$ cat config.mk
export PLATFORM = sky130hd
export DESIGN_NAME = ram_port_arbiter
export DESIGN_NICKNAME = d
export VERILOG_FILES = /design/src/rtl/ram_arb_pkg.sv /design/src/rtl/ram_arb_pick.sv /design/src/rtl/ram_port_arbiter.sv
export SDC_FILE = /design/constraint.sdc
export NUM_CORES = 1
export LEC_CHECK = 0
export CAP_MARGIN = 20
export CORE_UTILIZATION = 23
export DETAILED_ROUTE_END_ITERATION = 10
export PLACE_DENSITY_LB_ADDON = 0.05
export SYNTH_ARGS = -nofsm -noshare
export SYNTH_HDL_FRONTEND = slang
export SYNTH_SLANG_ARGS = --single-unit
$ cat constraint.sdc
create_clock -name clk -period 2.9 [get_ports clk]
set_clock_uncertainty 0.1 [all_clocks]
set_input_delay 0.29 -clock clk [delete_from_list [all_inputs] [get_ports clk]]
set_output_delay 0.29 -clock clk [all_outputs]
set_load 0.1 [all_outputs]
$ cat src/rtl/ram_arb_pkg.sv
// +----------------------------------------------------------------------------+
// | ram_arb_pkg: shared widths and typedefs for the RAM port arbiter.          |
// | Revision: 1.0                                                              |
// +----------------------------------------------------------------------------+
`default_nettype none

package ram_arb_pkg;

  localparam int ADDR_W  = 15;
  localparam int DATA_W  = 16;
  localparam int BURST_W = 4;

  typedef enum logic {
    REQ_DISP = 1'b0,
    REQ_CPU  = 1'b1
  } req_id_t;

  typedef enum logic [1:0] {
    IDLE = 2'd0,
    OWN0 = 2'd1,
    OWN1 = 2'd2
  } owner_t;

endpackage

`default_nettype wire

$ cat src/rtl/ram_arb_pick.sv
// +----------------------------------------------------------------------------+
// | ram_arb_pick: combinational winner selection (RAM_ARB_ROUND_ROBIN_EN).     |
// | Revision: 1.0                                                              |
// +----------------------------------------------------------------------------+
`default_nettype none

module ram_arb_pick
  import ram_arb_pkg::*;
#(
  parameter int MAX_BURST = 4
) (
  input  logic               req0,
  input  logic               req1,
  input  owner_t             state,
  input  logic [BURST_W-1:0] burst_cnt,
  output logic [1:0]         gnt
);

`ifdef RAM_ARB_ROUND_ROBIN_EN
  logic w_unused;
  assign w_unused = &{1'b0, burst_cnt, BURST_W'(MAX_BURST)};

  // On contention the requester that did not own the port last cycle wins.
  always_comb begin
    gnt = 2'b00;
    if (req0 && req1) begin
      if (state == OWN0) gnt = 2'b10;
      else               gnt = 2'b01;
    end else if (req0) begin
      gnt = 2'b01;
    end else if (req1) begin
      gnt = 2'b10;
    end
  end
`else
  logic w_unused;
  logic w_cpu_turn;
  assign w_unused   = &{1'b0, state};
  assign w_cpu_turn = req1 && (burst_cnt == BURST_W'(MAX_BURST));

  always_comb begin
    gnt = 2'b00;
    if (w_cpu_turn)  gnt = 2'b10;
    else if (req0)   gnt = 2'b01;
    else if (req1)   gnt = 2'b10;
  end
`endif

endmodule

`default_nettype wire

$ cat src/rtl/ram_port_arbiter.sv
// +----------------------------------------------------------------------------+
// | ram_port_arbiter: shares one single-port RAM between display and CPU.      |
// | Optional macro: RAM_ARB_ROUND_ROBIN_EN.  Revision: 1.0                     |
// +----------------------------------------------------------------------------+
`default_nettype none

module ram_port_arbiter
  import ram_arb_pkg::*;
#(
  parameter int ADDR_W    = ram_arb_pkg::ADDR_W,
  parameter int DATA_W    = ram_arb_pkg::DATA_W,
  parameter int MAX_BURST = 4
) (
  input  logic              clk,
  input  logic              reset,
  input  logic              req0,
  input  logic              req1,
  input  logic              we0,
  input  logic              we1,
  input  logic [ADDR_W-1:0] addr0,
  input  logic [ADDR_W-1:0] addr1,
  input  logic [DATA_W-1:0] wdata0,
  input  logic [DATA_W-1:0] wdata1,
  output logic              gnt0,
  output logic              gnt1,
  output logic              rvalid0,
  output logic              rvalid1,
  output logic [DATA_W-1:0] rdata0,
  output logic [DATA_W-1:0] rdata1,
  output logic [ADDR_W-1:0] ram_address,
  output logic [DATA_W-1:0] data_to_ram,
  output logic              web,
  input  logic [DATA_W-1:0] data_from_ram
);

  owner_t             r_state;
  owner_t             w_state_nxt;
  logic [BURST_W-1:0] w_burst_cnt;
  logic [1:0]         w_pick;
  logic [1:0]         w_gnt;
  logic               w_rd_start;
  req_id_t            w_win_id;
  logic               r_rd_pend;
  req_id_t            r_rd_id;

  ram_arb_pick #(
    .MAX_BURST (MAX_BURST)
  ) u_pick (
    .req0      (req0),
    .req1      (req1),
    .state     (r_state),
    .burst_cnt (w_burst_cnt),
    .gnt       (w_pick)
  );

  assign w_gnt = reset ? 2'b00 : w_pick;
  assign gnt0  = w_gnt[0];
  assign gnt1  = w_gnt[1];

  always_ff @(posedge clk) begin
    if (reset) r_state <= IDLE;
    else       r_state <= w_state_nxt;
  end

  always_comb begin
    w_state_nxt = IDLE;
    if (w_gnt[0])      w_state_nxt = OWN0;
    else if (w_gnt[1]) w_state_nxt = OWN1;
  end

`ifdef RAM_ARB_ROUND_ROBIN_EN
  assign w_burst_cnt = '0;
`else
  logic [BURST_W-1:0] r_burst_cnt;

  // Counts display grants only while the CPU is actually waiting.
  always_ff @(posedge clk) begin
    if (reset)                   r_burst_cnt <= '0;
    else if (w_gnt[1] || !req1)  r_burst_cnt <= '0;
    else if (w_gnt[0])           r_burst_cnt <= r_burst_cnt + 1'b1;
  end

  assign w_burst_cnt = r_burst_cnt;
`endif

  always_comb begin
    ram_address = '0;
    data_to_ram = '0;
    web         = 1'b0;
    w_rd_start  = 1'b0;
    w_win_id    = REQ_DISP;
    if (w_gnt[0]) begin
      ram_address = addr0;
      data_to_ram = wdata0;
      web         = we0;
      w_rd_start  = !we0;
      w_win_id    = REQ_DISP;
    end else if (w_gnt[1]) begin
      ram_address = addr1;
      data_to_ram = wdata1;
      web         = we1;
      w_rd_start  = !we1;
      w_win_id    = REQ_CPU;
    end
  end

  always_ff @(posedge clk) begin
    if (reset) begin
      r_rd_pend <= 1'b0;
      r_rd_id   <= REQ_DISP;
    end else begin
      r_rd_pend <= w_rd_start;
      if (w_rd_start) r_rd_id <= w_win_id;
    end
  end

  // Gating with reset drops a response that lands in the reset cycle itself.
  assign rvalid0 = r_rd_pend && !reset && (r_rd_id == REQ_DISP);
  assign rvalid1 = r_rd_pend && !reset && (r_rd_id == REQ_CPU);
  assign rdata0  = data_from_ram;
  assign rdata1  = data_from_ram;

endmodule

`default_nettype wire

==> impl_metrics.ini <==
[clock_network]
holdBufCountCts = 0
clk_path_buf_depth = 2
cts_buffers = 3
cts.sinks = 6
cts-resized-gates = 0
clkLatencyLatePin_ns = 0.23
clk_pin_slew_ns = 0.04
post-cts-setup-buffer-count = 0
cts_tree = built
cts_root_buffer = clkbuf_8
h-tree-depth = 1

[logic_synthesis]
syn_avg_cell_area_um2 = 8.65
syn_area_um2 = 865
syn-num-nets = 186
yosysSeqAreaShare_pct = 13.9
synth_seq_cells = 6
synth_edf_count = 0
synthTopCellsByArea = a22o_1 (33%), buf_4 (28%), dfxtp_1 (14%)
synthMostInstantiatedCell = a22o_1
syn_inst = 100
yosysTopAreaCell = a22o_1
synth_common_cells = a22o_1 (33), buf_4 (32), dfxtp_1 (6)
synth-async-reset-ratio_pct = 0
synth_top_area_share_pct = 33.4
ys.warnings.count = 0
ys.flop_type = dfxtp_1
ys_types = 19

[place]
place_hpwl_um = 3090
dpl_cell_area_um2 = 2020
dp.cells = 213
dp_slack_ns = 0.514
routabilityCongestion = 0.779
io_buffers = 103

[setup_path]
rr_worst_depth = 7
startpoint = req1
crit_path_top_delay_cell = clkdlybuf4s50_1
cpPeakStageDelay_ns = 0.56
reg2reg_setup_slack_ns = 1.13
start_kind = input pin
path_cells = clkdlybuf4s50_1, nand4b_2, and3b_1, buf_4, a22o_1, buf_12
path_class = in -> out
critPathMaxFanout = 34
reg2reg_to = r_burst_cnt[1]
crit_end = data_to_ram[13]
endpoint_kind = primary output
arrival_ns = 1.98
crit-reg2reg-launch = r_burst_cnt[0]
worstPathRequired_ns = 2.51

[timing]
finalHoldViolations = 0
fmax_ghz = 0.422
period_needed_ns = 2.37
max-slew-margin-rel_pct = 76.3
tns_ns = 0
setup_ws_ns = 0.530
rsz0062_at_grt = false
drv_slew = 0
final-setup-viol-count = 0
period_share_pct = 81.7
tightest_slew_ns = 0.356

[cells_and_area]
antenna-diode-count = 0
nets = 258
final_cell_area_um2 = 2060
layoutNonFillerInstCount = 216
drive_gt1_share_pct = 25.9
syn2layout_area_growth_pct = 138

[status]
status = finished, final reports clean

[routing]
routed-via-count = 1029
vias_per_cell = 4.76
drt-wirelength-per-cell_um = 17.0
wirelength_um = 3680
firstDrtPassIters = 6
drc = 0
drt-initial-drc-count = 58
ant_nets = 0

[grt]
grt_max_degree = 35
grt_pass1_vias = 1011
grt_pass1_wl_um = 5490
antenna_found_initial = 0
grtUsageTotal_pct = 17.8
grt_overflow = 0

[floorplan]
start_util_pct = 24.9
dieHeight_um = 63.3
fp-row-count = 21
die_area_um2 = 4010
fp.dieW_um = 63.3
core_area_um2 = 3470
ios = 152

[pwr]
p_per_area_nw_per_um2 = 341
p_leak_uw = 0.000860
vdd_drop_max_mv = 0.191

[hold_path]
holdPathStages = 1
hp-class = reg -> reg

[job]
timing.max_cap.violations = 0
[sequential cells by signal, summed over array words and instances, names as in the netlist]
name and cells:
r_rd_pend 1, r_rd_id 1, r_burst_cnt 4
[final cells by class]
type                    instances  area, um^2
well taps                      46        57.6
inverters                       4        15.0
clock buffers                   3        41.3
repair buffers                106        1390
flip-flops and latches          6         120
multi-input cells              51         435
fillers                       305        1410
[logic make-up (layout without fill, tap and decap cells)]
logic type / after synthesis / count (layout) / synth area share, %
simple gates: 10 / 10 / 8.83
buf+inv: 43 / 113 / 35.7
xor+xnor: 2 / 2 / 2.03
flops: 6 / 6 / 13.9
compound gates: 37 / 37 / 36.6
fa+ha+maj: 2 / 2 / 2.89
[report_power, final]
part	leakage (uW)	internal [uW]	switching, uW
clock network	0.0000216	89.5	39.4
registers	0.0000488	85.1	1.16
logic	0.000789	210	277
[worst min-delay path by stage]
| stage | from | endpoint |
|---|---|---|
| after floorplan | req1 | r_burst_cnt[2] |
| after global placement | r_rd_id | r_rd_id |
| after detailed placement | r_rd_id | r_rd_id |
| after CTS | r_rd_id | r_rd_id |
| after global routing | r_rd_id | r_rd_id |
| final | r_rd_id | r_rd_id |
[worst max-delay path: cells and delay by family]
kind / cells / cell delay, ns
buffers and inverters: 3 / 0.98
AOI/OAI and AO/OA: 1 / 0.31
and+or+nand+nor: 2 / 0.39
[metrics by stage]
| step | power, uW | hold slack [ns] | util, % |
|---|---|---|---|
| after floorplan | 556 | 0.336 | - |
| after global placement | 575 | 0.372 | 58.2 |
| after detailed placement | 578 | 0.386 | 58.2 |
| after CTS | 708 | 0.395 | 59.3 |
| after global routing | 726 | 0.424 | 59.3 |
| final | 703 | 0.385 | 59.3 |
[per-layer routing]
| layer | track usage, % | wire (um) |
|---|---|---|
| met2 | 32.7 | 1930 |
| met4 | 7.67 | 119 |
| met3 | 5.98 | 377 |
| met5 | 0 | 0 |
| met1 | 18.2 | 1260 |
[cells in the final DEF, fill, tap and decap left out, types with 2 or more instances in the layout]
cell             instances
clkdlybuf4s50_1         67
buf_4                    5
and3b_1                  2
ha_1                     2
buf_12                  34
and3_1                   4
clkbuf_8                 3
a22o_1                  33
dfxtp_1                  6
inv_1                    4
Note: power is estimated with default switching activity, not from simulation.
